===== src/rtl/fifo_rd_ctrl_if.sv =====
// Read-side bundle of the async FIFO: synchronized write pointer and consumer
// handshake in, memory sequencing, Gray read pointer and status out.
interface fifo_rd_ctrl_if #(
  parameter int unsigned ADDR = 4
);

  logic [ADDR:0]   i_wptr_gray_sync;
  logic            i_rd_ready;
  logic            o_rd_valid;
  logic            o_mem_rd_en;
  logic [ADDR-1:0] o_mem_raddr;
  logic [ADDR:0]   o_rptr_gray;
  logic            o_empty;
  logic            o_almost_empty;
  logic [ADDR:0]   o_level;

  // Controller side.
  modport master (
    input  i_wptr_gray_sync,
    input  i_rd_ready,
    output o_rd_valid,
    output o_mem_rd_en,
    output o_mem_raddr,
    output o_rptr_gray,
    output o_empty,
    output o_almost_empty,
    output o_level
  );

  // Environment side: synchronizer, consumer and memory.
  modport slave (
    output i_wptr_gray_sync,
    output i_rd_ready,
    input  o_rd_valid,
    input  o_mem_rd_en,
    input  o_mem_raddr,
    input  o_rptr_gray,
    input  o_empty,
    input  o_almost_empty,
    input  o_level
  );

endinterface


===== src/rtl/fifo_rd_ctrl.sv =====
// Read-side controller of the async FIFO (read clock domain).
// Owns the read pointer, publishes it in Gray, derives empty / almost-empty /
// level from the synchronized write pointer and sequences a sync-read memory
// so the consumer sees a first-word-fall-through valid/ready stream.
module fifo_rd_ctrl #(
  parameter int unsigned ADDR   = 4,
  parameter int unsigned AE_LVL = 2
) (
  input logic            i_clk,
  input logic            i_rst,
  fifo_rd_ctrl_if.master bus
);

  localparam int unsigned  PW     = ADDR + 1;
  localparam logic [ADDR:0] AeLvl  = PW'(AE_LVL);
  localparam logic [ADDR:0] LvlMax = PW'((2 ** ADDR) + 1);

  logic [ADDR:0] rbin_q, rbin_d;
  logic [ADDR:0] rgray_q, rgray_d;
  logic [ADDR:0] level_q, level_d;
  logic [ADDR:0] wbin;
  logic          rd_valid_q, rd_valid_d;
  logic          empty_q, empty_d;
  logic          almost_empty_q, almost_empty_d;
  logic          fetch;

  // Binary value of a Gray code: XOR of all right shifts of the code.
  function automatic logic [ADDR:0] gray2bin(input logic [ADDR:0] g);
    logic [ADDR:0] b;
    b = g;
    for (int unsigned s = 1; s < PW; s++) begin
      b = b ^ (g >> s);
    end
    return b;
  endfunction

  // Next-state: fetch whenever the output register is free or being drained.
  always_comb begin
    fetch          = ~empty_q & (~rd_valid_q | bus.i_rd_ready);
    rbin_d         = rbin_q + PW'(fetch);
    rgray_d        = rbin_d ^ (rbin_d >> 1);
    rd_valid_d     = fetch | (rd_valid_q & ~bus.i_rd_ready);
    wbin           = gray2bin(bus.i_wptr_gray_sync);
    // Compare against the next pointer so the last fetch sets empty on its own edge.
    empty_d        = (rgray_d == bus.i_wptr_gray_sync);
    // Words still in memory plus the one held in the memory output register.
    level_d        = (wbin - rbin_d) + PW'(rd_valid_d);
    almost_empty_d = (level_d <= AeLvl);
  end

  // State registers; reset drops any word in flight.
  always_ff @(posedge i_clk or posedge i_rst) begin
    if (i_rst) begin
      rbin_q         <= '0;
      rgray_q        <= '0;
      rd_valid_q     <= 1'b0;
      empty_q        <= 1'b1;
      level_q        <= '0;
      almost_empty_q <= 1'b1;
    end else begin
      rbin_q         <= rbin_d;
      rgray_q        <= rgray_d;
      rd_valid_q     <= rd_valid_d;
      empty_q        <= empty_d;
      level_q        <= level_d;
      almost_empty_q <= almost_empty_d;
    end
  end

  assign bus.o_mem_rd_en    = fetch;
  assign bus.o_mem_raddr    = rbin_q[ADDR-1:0];
  assign bus.o_rptr_gray    = rgray_q;
  assign bus.o_rd_valid     = rd_valid_q;
  assign bus.o_empty        = empty_q;
  assign bus.o_almost_empty = almost_empty_q;
  assign bus.o_level        = level_q;

`ifndef SYNTHESIS
  // The write-side synchronizer relies on single-bit pointer steps.
  a_gray_step : assert property (@(posedge i_clk) disable iff (i_rst)
    $countones(rgray_q ^ rgray_d) <= 1);

  a_no_fetch_empty : assert property (@(posedge i_clk) disable iff (i_rst)
    empty_q |-> !fetch);

  // A stalled word must stay presented until accepted.
  a_stall_hold : assert property (@(posedge i_clk) disable iff (i_rst)
    (rd_valid_q && !bus.i_rd_ready) |=> rd_valid_q);

  // Exceeding this means the write side overran the memory.
  a_level_bound : assert property (@(posedge i_clk) disable iff (i_rst)
    level_q <= LvlMax);
`endif

endmodule


===== src/flat_wrapper.sv =====
// flat-port wrapper written by rule: the top's interface ports become plain ports
module fifo_rd_ctrl_flat 
#(
  parameter int unsigned ADDR   = 4,
  parameter int unsigned AE_LVL = 2
)
  (i_clk, i_rst, bus_i_wptr_gray_sync, bus_i_rd_ready, bus_o_rd_valid, bus_o_mem_rd_en, bus_o_mem_raddr, bus_o_rptr_gray, bus_o_empty, bus_o_almost_empty, bus_o_level);
  fifo_rd_ctrl_if #(.ADDR(ADDR)) bus_i ();
  input logic i_clk;
  input logic i_rst;
  input wire logic [$bits(bus_i.i_wptr_gray_sync)-1:0] bus_i_wptr_gray_sync;
  input wire logic [$bits(bus_i.i_rd_ready)-1:0] bus_i_rd_ready;
  output wire logic [$bits(bus_i.o_rd_valid)-1:0] bus_o_rd_valid;
  output wire logic [$bits(bus_i.o_mem_rd_en)-1:0] bus_o_mem_rd_en;
  output wire logic [$bits(bus_i.o_mem_raddr)-1:0] bus_o_mem_raddr;
  output wire logic [$bits(bus_i.o_rptr_gray)-1:0] bus_o_rptr_gray;
  output wire logic [$bits(bus_i.o_empty)-1:0] bus_o_empty;
  output wire logic [$bits(bus_i.o_almost_empty)-1:0] bus_o_almost_empty;
  output wire logic [$bits(bus_i.o_level)-1:0] bus_o_level;
  assign bus_i.i_wptr_gray_sync = bus_i_wptr_gray_sync;
  assign bus_i.i_rd_ready = bus_i_rd_ready;
  assign bus_o_rd_valid = bus_i.o_rd_valid;
  assign bus_o_mem_rd_en = bus_i.o_mem_rd_en;
  assign bus_o_mem_raddr = bus_i.o_mem_raddr;
  assign bus_o_rptr_gray = bus_i.o_rptr_gray;
  assign bus_o_empty = bus_i.o_empty;
  assign bus_o_almost_empty = bus_i.o_almost_empty;
  assign bus_o_level = bus_i.o_level;
  fifo_rd_ctrl #(.ADDR(ADDR), .AE_LVL(AE_LVL)) u_core (.i_clk(i_clk), .i_rst(i_rst), .bus(bus_i));
endmodule

===== config.mk =====
export PLATFORM = sky130hd
export DESIGN_NAME = fifo_rd_ctrl_flat
export DESIGN_NICKNAME = d
export VERILOG_FILES = /design/src/rtl/fifo_rd_ctrl_if.sv /design/src/rtl/fifo_rd_ctrl.sv /design/src/flat_wrapper.sv
export SDC_FILE = /design/constraint.sdc
export NUM_CORES = 1
export LEC_CHECK = 0
export CORE_ASPECT_RATIO = 0.7
export CORE_UTILIZATION = 47
export CTS_CLUSTER_SIZE = 28
export DETAILED_ROUTE_END_ITERATION = 8
export PLACE_DENSITY = 0.78
export SKIP_LAST_GASP = 1
export SYNTH_ARGS = -nofsm -noshare
export SYNTH_HDL_FRONTEND = slang
export SYNTH_SLANG_ARGS = --single-unit

===== constraint.sdc =====
create_clock -name i_clk -period 4 [get_ports i_clk]
set_input_delay 1 -clock i_clk [delete_from_list [all_inputs] [get_ports i_clk]]
set_output_delay 1 -clock i_clk [all_outputs]
set_load 0.05 [all_outputs]

* Yosys cells after proc, flatten, opt, wreduce, memory -nomap -nowiden *
Cells that the tools add are included.

operators by class
  $lt $le $gt $ge = 1
  add/sub/neg operators = 3
  eq/ne operators = 1
  bitwise logic cells = 12

operator list
  operator                                                                           number
  5-bit by 1-bit adder with 5-bit output                                             2
  5-bit by 4-bit XOR with 5-bit output                                               2
  5-bit equality test                                                                1
  5-bit by 2-bit less-or-equal comparator with 1-bit output (second input constant)  1
  5-bit subtractor                                                                   1
  5-bit by 1-bit XOR with 5-bit output                                               1
  5-bit by 2-bit XOR with 5-bit output                                               1
  5-bit by 3-bit XOR with 5-bit output                                               1
  1-bit inverter                                                                     3
  1-bit bitwise AND                                                                  2
  1-bit bitwise OR                                                                   2

word-level totals
  output and inout port bits = 18
  register bits after elaboration = 18
  logic and storage cells = 23

* Depth between registers and ports, before layout *
Gate-level depths: netlist (run 1).

  depth in word-level cells = 7
  depth in mapped cells = 14

* Least setup slack after synthesis (run 1) *
No wires, ideal clock.

  path type = in2reg
  start point = input port bus_i_rd_ready
  end point = register u_core.almost_empty_q (netlist: u_core.bus.o_almost_empty)
  data required time = 3895 ps
  data arrival time = 3998 ps
  stages on the path = 13
  setup slack = -103 ps
  path buffers = 0
  path through = inv_1 -> a21oi_1 -> ha_1 -> ha_1 -> inv_1 -> ha_1 -> inv_1 -> fa_1 -> nand2b_1 -> a21oi_1 -> xnor2_1 -> xnor2_1 -> a2111oi_2

on the way
  word-level cells in the longest chain between the ends = 6
  elaborated cells on any way between the ends = 9
  those cells by class = add/sub (3); order compare (1); bitwise (5)

ends and longest elaborated chain
  item                                                       line                text
  start: declaration                                         flat_wrapper.sv:12  input wire logic [$bits(bus_i.i_rd_ready)-1:0] bus_i_rd_ready;
  1-bit bitwise OR                                           fifo_rd_ctrl.sv:39  fetch = ~empty_q & (~rd_valid_q | bus.i_rd_ready);
  1-bit bitwise AND                                          fifo_rd_ctrl.sv:39
  named net bus_o_mem_rd_en                                  flat_wrapper.sv:14  output wire logic [$bits(bus_i.o_mem_rd_en)-1:0] bus_o_mem_rd_en;
  5-bit by 1-bit adder with 5-bit output                     fifo_rd_ctrl.sv:40  rbin_d = rbin_q + PW'(fetch);
  named net u_core.rbin_d[1]                                 fifo_rd_ctrl.sv:18  logic [ADDR:0] rbin_q, rbin_d;
  5-bit subtractor                                           fifo_rd_ctrl.sv:47  level_d = (wbin - rbin_d) + PW'(rd_valid_d);
  5-bit by 1-bit adder with 5-bit output                     fifo_rd_ctrl.sv:47
  named net u_core.level_d[4]                                fifo_rd_ctrl.sv:20  logic [ADDR:0] level_q, level_d;
  5-bit by 2-bit less-or-equal comparator with 1-bit output  fifo_rd_ctrl.sv:48  almost_empty_d = (level_d <= AeLvl);
  named net u_core.almost_empty_d                            fifo_rd_ctrl.sv:24  logic almost_empty_q, almost_empty_d;
  end signal: assignment                                     fifo_rd_ctrl.sv:66  almost_empty_q <= almost_empty_d;
  end: declaration                                           fifo_rd_ctrl.sv:24

The timed path passes the listed nets, and every way through them passes these cells.

* Worst setup path in the final report (run 1) *
  start point = input port bus_i_wptr_gray_sync[2]
  end point = register u_core.almost_empty_q (netlist: u_core.bus.o_almost_empty)

on the way
  word-level cells in the longest chain between the ends = 7

ends and longest elaborated chain
  item                                                         line                text
  start: declaration                                           flat_wrapper.sv:11  input wire logic [$bits(bus_i.i_wptr_gray_sync)-1:0] bus_i_wptr_gray_sync;
  5-bit by 4-bit XOR with 5-bit output                         fifo_rd_ctrl.sv:32  b = b ^ (g >> s);
  5-bit by 3-bit XOR with 5-bit output *                       fifo_rd_ctrl.sv:32
  5-bit by 2-bit XOR with 5-bit output *                       fifo_rd_ctrl.sv:32
  5-bit by 1-bit XOR with 5-bit output *                       fifo_rd_ctrl.sv:32
  5-bit subtractor *                                           fifo_rd_ctrl.sv:47
  5-bit by 1-bit adder with 5-bit output *                     fifo_rd_ctrl.sv:47
  named net u_core.level_d[4]                                  fifo_rd_ctrl.sv:20
  5-bit by 2-bit less-or-equal comparator with 1-bit output *  fifo_rd_ctrl.sv:48
  named net u_core.almost_empty_d                              fifo_rd_ctrl.sv:24

Mark *: on every way through the listed nets, which the timed path passes. The rest lies on a longest branch.

==> impl_metrics.env, run 1 <==
export IMPL_start_util_pct=50.82
export IMPL_drt_wl_total_um=2013
export IMPL_ios=26
export IMPL_period_needed_ns=3.757
export IMPL_critPathKind="primary input to flip-flop"
export IMPL_drt_first_pass_iters=3
export IMPL_slew_limit_headroom_pct=56.97
export IMPL_hold_buffers=0
export IMPL_die_w_um=56.22
export IMPL_numCtsBuffers=3
export IMPL_worst_ep_required_time_ns=4.19
export IMPL_synth_edf_count=0
export IMPL_port_buffers=25
export IMPL_hold_violations=0
export IMPL_yosys_register_bits=17
export IMPL_cpMaxStageDelayCell="clkdlybuf4s50_1"
export IMPL_die_h_um=39.96
export IMPL_cts_tree="yes"
export IMPL_dp_hpwl_um=1624
export IMPL_cts_buffer_depth=2
export IMPL_rsz0062_at_grt="no"
export IMPL_drcViolationCount=0
export IMPL_cp_cell_sequence="clkdlybuf4s50_1 > xor2_2 > xor2_2 > xnor2_1 > ha_1 > inv_1 > ha_1 > inv_1 > fa_1 > nand2b_1 > a21oi_2 > xnor2_1 > xnor2_1 > a2111oi_2"
export IMPL_place_congestion=0.8035
export IMPL_start_kind="primary input"
export IMPL_syn_cell_area_um2=967.2
export IMPL_die_area_um2=2246
export IMPL_synthCells=86
export IMPL_cap_violations=0
export IMPL_core_rowCount=13
export IMPL_cp_arrival_ns=3.95
export IMPL_seq_area_frac_synth_pct=44.24
export IMPL_grt_pass1_vias=681
export IMPL_overflow=0
export IMPL_hp_class="flip-flop to flip-flop"
export IMPL_fill_cells=133
export IMPL_post_route_util_pct=71.99
export IMPL_dp_slack_ns=-0.2480
export IMPL_wire_per_inst_um=13.88
export IMPL_first_iter_violations=9
export IMPL_clock_root_buffer="clkbuf_4"
export IMPL_cpPeakStageDelay_ns=0.59
export IMPL_clock_latency_ns=0.29
export IMPL_drt_vias_per_instance=4.862
export IMPL_finalMaxSlewViolations=0
export IMPL_final_cells=145
export IMPL_post_synth_cell_area_avg_um2=11.25
export IMPL_final_cell_area_um2=1370
export IMPL_max_freq_mhz=266.2
export IMPL_cp_common_cell="xnor2_1"
export IMPL_yosysWarnings=0
export IMPL_layout_drive_gt1_share_pct=18.70
export IMPL_regArea_um2=427.9
export IMPL_area_delta_synth_final_pct=41.66
export IMPL_vias=705
export IMPL_syn_nets=105
export IMPL_layout_commonest_cell="clkdlybuf4s50_1"
export IMPL_antenna_found_initial=0
export IMPL_setup_viol=0
export IMPL_layout_setup_ws_ns=0.2428
export IMPL_drtAntennaViolNets=0
export IMPL_grt_pass1_wl_um=3256
export IMPL_n_antenna_cell=0
export IMPL_cts_clk_slew_worst_paths_ns=0.10
export IMPL_synth_flop_cell="dfrtp_1"
export IMPL_fin_crit_sh_pct=93.93
export IMPL_crit_fanout=5
export IMPL_dp_cells=140
export IMPL_multi_input_area_um2=530.5
export IMPL_grt_usage_pct=20.51
export IMPL_nNetsFinal=143
export IMPL_end_kind="flip-flop"
export IMPL_synth_cell_types=22
export IMPL_synth_async_sr_flop_share_pct=100.0
export IMPL_tightestPinTransition_ns=0.6447
export IMPL_grt_max_degree=18
export IMPL_layout_common_cells="clkdlybuf4s50_1 (23), dfrtp_1 (15), xnor2_1 (12)"
export IMPL_skew_ns=0.005990
export IMPL_clock_sinks=17
export IMPL_status="finished, final reports clean"
export IMPL_design_core_area_um2=1903
export IMPL_htreeDepth=1
export IMPL_dpl_instance_area_um2=1301
## cells in the mapped netlist, types with 3 or more instances
cell type / instances / area share [%]
xor2_1: 8 / 7.2
ha_1: 10 / 13
nand3_1: 3 / 1.6
inv_1: 11 / 4.3
nor2_1: 4 / 1.6
xnor2_1: 12 / 11
a21oi_1: 3 / 1.6
o21ai_0: 3 / 1.6
dfrtp_1: 15 / 39
## critical path: cells and delay by family
| kind | cells | cell delay [ns] |
|---|---|---|
| AOI/OAI and AO/OA | 2 | 0.43 |
| adders and majority gates | 3 | 0.79 |
| and+or+nand+nor | 1 | 0.17 |
| xor gates and xnor gates | 5 | 0.86 |
| buffers and inverters | 3 | 0.70 |
## cells by family after synthesis
logic type / after synthesis / synth area share [%]
DFF: 17 / 44.24
buffers and inverters: 11 / 4.269
and+or+nand+nor: 15 / 8.666
AOI/OAI and AO/OA: 11 / 8.020
xor gates and xnor gates: 21 / 19.79
adders and majority gates: 11 / 15.01
## area by class of cell
class                           instances  area share [%]
Timing Repair Buffer                   33           23.01
Clock inverter                          1          0.3653
Sequential cell                        17           31.23
Tap cell                               22           2.009
Clock buffer                            3           1.644
Multi-Input combinational cell         58           38.72
Inverter                               11           3.014
## sequential cells by signal, indices dropped and copies added, names as in the netlist
| name | cells |
|---|---|
| u_core.bus.o_empty | 1 |
| u_core.bus.o_rd_valid | 1 |
| u_core.bus.o_almost_empty | 1 |
| u_core.bus.o_level | 5 |
| u_core.bus.o_rptr_gray | 4 |
| u_core.rbin_q | 5 |
## through the flow
stage,setup TNS (ns),hold WS (ns)
6_report,0,0.5646
5_1_grt,0,0.5875
4_1_cts,0,0.5616
3_5_place_dp,-0.3305,0.5445
3_3_place_gp,-0.1518,0.5351
2_1_floorplan,0,0.6146
## metal layers
layer / vias to the layer above / GRT usage, % / share of wire (%)
li1: 356 / - / -
met1: 331 / 26.11 / 47
met2: 16 / 36.90 / 48
met3: 2 / 4.516 / 3.8
met4: 0 / 5.488 / 0.89
met5: - / 0 / 0
## what timing repair did
action                                  in CTS  in global routing
gates resized for setup                      0                  7
endpoints found under the setup margin       0                  2
setup buffers                                0                  1
## final timing paths
path	start	endpoint	slack (ns)	cells past startpoint
max	bus_i_wptr_gray_sync[2]	u_core.bus.o_almost_empty$_DFF_PP1_	0.24	14
min	u_core.bus.o_empty$_DFF_PP1_	u_core.bus.o_rd_valid$_DFF_PP0_	0.56	1
max reg2reg	u_core.bus.o_empty$_DFF_PP1_	u_core.bus.o_almost_empty$_DFF_PP1_	1.05	12
min reg2reg	u_core.bus.o_empty$_DFF_PP1_	u_core.bus.o_rd_valid$_DFF_PP0_	0.56	1
max in group asynchronous	i_rst	u_core.bus.o_rptr_gray[3]$_DFF_PP0_	2.49	2
min in group asynchronous	i_rst	u_core.bus.o_level[0]$_DFF_PP0_	1.09	2
Power of run 1 is left out: the tool's default activity adds up to more than one toggle a clock period on the data nets, which glitch-free logic cannot reach.
==> run 2: changes to the inputs <==
Settings changed: SLEW_MARGIN from default to 5.
==> results of run 2 <==
No change in the layout: final DEF, timing and power equal those of run 1.
Power of run 2 is left out for the same reason.
==> run 3: changes to the inputs <==
--- a/config.mk
+++ b/config.mk
@@ -6,4 +6,5 @@
 export NUM_CORES = 1
 export LEC_CHECK = 0
+export CAP_MARGIN = 20
 export CORE_ASPECT_RATIO = 0.7
 export CORE_UTILIZATION = 47
==> constraint.sdc (replaced) <==
create_clock -name i_clk -period 4 [get_ports i_clk]
set_input_delay 0.4 -clock i_clk [delete_from_list [all_inputs] [get_ports i_clk]]
set_output_delay 0.4 -clock i_clk [all_outputs]
set_load 0.05 [all_outputs]
==> impl_metrics.env, run 3 (synthesis gave the netlist of run 1 again) <==
export IMPL_drt_vias_per_instance=5.066
export IMPL_period_needed_ns=3.391
export IMPL_hold_violations=0
export IMPL_htreeDepth=1
export IMPL_grt_usage_pct=20.24
export IMPL_worst_ep_required_time_ns=4.17
export IMPL_path_buf_inv=3
export IMPL_overflow=0
export IMPL_numCtsBuffers=3
export IMPL_cp_cell_sequence="clkdlybuf4s50_1 > xor2_1 > xor2_1 > xor2_1 > xnor2_1 > ha_1 > inv_1 > ha_1 > inv_1 > fa_1 > nand2b_1 > a21oi_1 > xnor2_1 > xnor2_1 > a2111oi_2"
export IMPL_dp_hpwl_um=1545
export IMPL_hp_class="primary input to async pin"
export IMPL_die_h_um=39.96
export IMPL_n_antenna_cell=0
export IMPL_place_congestion=0.7638
export IMPL_cts_buffer_depth=2
export IMPL_slew_limit_headroom_pct=58.38
export IMPL_crit_fanout=2
export IMPL_design_core_area_um2=1903
export IMPL_drt_wl_total_um=1868
export IMPL_ios=26
export IMPL_setup_viol=0
export IMPL_cpLargestDelayFamily="XOR/XNOR gates"
export IMPL_rsz0062_at_grt="no"
export IMPL_rrSetupSlack_ns=0.82
export IMPL_start_util_pct=50.82
export IMPL_layout_common_cells="clkdlybuf4s50_1 (25), dfrtp_1 (15), xnor2_1 (12)"
export IMPL_grt_pass1_vias=657
export IMPL_cpPeakStageDelay_ns=0.51
export IMPL_status="finished, final reports clean"
export IMPL_cts_resized=0
export IMPL_end_kind="flip-flop"
export IMPL_cts_clk_slew_worst_paths_ns=0.10
export IMPL_clock_root_buffer="clkbuf_4"
export IMPL_cts_setup_buffers=0
export IMPL_cap_violations=0
export IMPL_layout_commonest_cell="clkdlybuf4s50_1"
export IMPL_grt_pass1_wl_um=3167
export IMPL_antenna_found_initial=0
export IMPL_finalMaxSlewViolations=0
export IMPL_fin_setup_tns_ns=0
export IMPL_first_iter_violations=22
export IMPL_tightestPinTransition_ns=0.6236
export IMPL_skew_ns=0.008848
export IMPL_r2r_start="u_core.bus.o_empty$_DFF_PP1_"
export IMPL_grt_max_degree=18
export IMPL_cp_arrival_ns=3.56
export IMPL_clock_sinks=17
export IMPL_start_kind="primary input"
export IMPL_area_delta_synth_final_pct=31.44
export IMPL_cts_tree="yes"
export IMPL_fill_cells=160
export IMPL_drt_first_pass_iters=4
export IMPL_layout_drive_gt1_share_pct=6.957
export IMPL_vias=694
export IMPL_post_route_util_pct=66.80
export IMPL_fin_crit_sh_pct=84.77
export IMPL_hold_buffers=0
export IMPL_clock_latency_ns=0.28
export IMPL_critPathKind="primary input to flip-flop"
export IMPL_die_area_um2=2246
export IMPL_die_w_um=56.22
export IMPL_drtAntennaViolNets=0
export IMPL_cpMaxStageDelayCell="clkdlybuf4s50_1"
export IMPL_max_freq_mhz=294.9
export IMPL_port_buffers=25
export IMPL_nNetsFinal=135
export IMPL_drcViolationCount=0
export IMPL_core_rowCount=13
export IMPL_worst_r2r_cell_count=12
export IMPL_r2r_end="u_core.bus.o_almost_empty$_DFF_PP1_"
export IMPL_wire_per_inst_um=13.64
-- run 3: changes by cell type in the layout (fill, tap and decap cells not counted), moves of 2 or more --
cell / change
buf_4: -8
xor2_1: +3
xor2_2: -3
a21oi_1: +2
a21oi_2: -2
clkdlybuf4s50_1: +2
dlymetal6s2s_1: -2
-- run 3: through the flow --
step	area [µm²]	cells	setup WS (ns)	hold slack (ns)
2_1_floorplan	967.2	86	0.3003	0.3246
3_3_place_gp	1245	133	0.3570	0.5316
3_5_place_dp	1245	133	0.3116	0.5427
4_1_cts	1271	137	0.5893	0.5082
5_1_grt	1271	137	0.3238	0.5784
6_report	1271	137	0.6093	0.4864
-- run 3: layout make-up --
| cell class | instances | area, µm² | area share, % |
|---|---|---|---|
| sequential | 17 | 427.9 | 33.66 |
| clock buffer | 4 | 26.28 | 2.067 |
| inverter | 11 | 41.29 | 3.248 |
| tap | 22 | 27.53 | 2.165 |
| multi-input combinational | 58 | 498.0 | 39.17 |
| timing repair buffer | 25 | 250.2 | 19.69 |
-- run 3: how the worst max path moves through the flow --
stage | startpoint | endpoint | slack (ns) | cells past startpoint
3_3_place_gp | bus_i_wptr_gray_sync[3] | u_core.bus.o_almost_empty$_DFF_PP1_ | 0.36 | 15
3_5_place_dp | bus_i_wptr_gray_sync[4] | u_core.bus.o_almost_empty$_DFF_PP1_ | 0.31 | 15
5_1_grt | bus_i_wptr_gray_sync[3] | u_core.bus.o_almost_empty$_DFF_PP1_ | 0.32 | 15
2_1_floorplan | u_core.bus.o_rd_valid$_DFF_PP0_ | u_core.bus.o_almost_empty$_DFF_PP1_ | 0.30 | 12
4_1_cts | bus_i_wptr_gray_sync[4] | u_core.bus.o_almost_empty$_DFF_PP1_ | 0.59 | 15
6_report | bus_i_wptr_gray_sync[4] | u_core.bus.o_almost_empty$_DFF_PP1_ | 0.61 | 15
-- run 3: metal layers --
| metal | vias up | track usage, % | share of wire [%] |
|---|---|---|---|
| met5 | - | 0 | 0 |
| met4 | 0 | 7.317 | 0.96 |
| met3 | 2 | 3.871 | 4.3 |
| met2 | 19 | 34.52 | 45 |
| met1 | 332 | 26.90 | 50 |
| li1 | 341 | - | - |
-- run 3: worst reg2reg max path, delay by kind of cell (launching register included) --
kind	cells	cell delay (ns)
AO/OA/AOI/OAI	3	0.49
XOR/XNOR	2	0.27
adder cells (fa/ha/maj)	4	1.44
buffers and inverters	2	0.14
flip-flops	1	0.55
AND/OR/NAND/NOR	1	0.16
Power of run 3 is left out for the same reason.
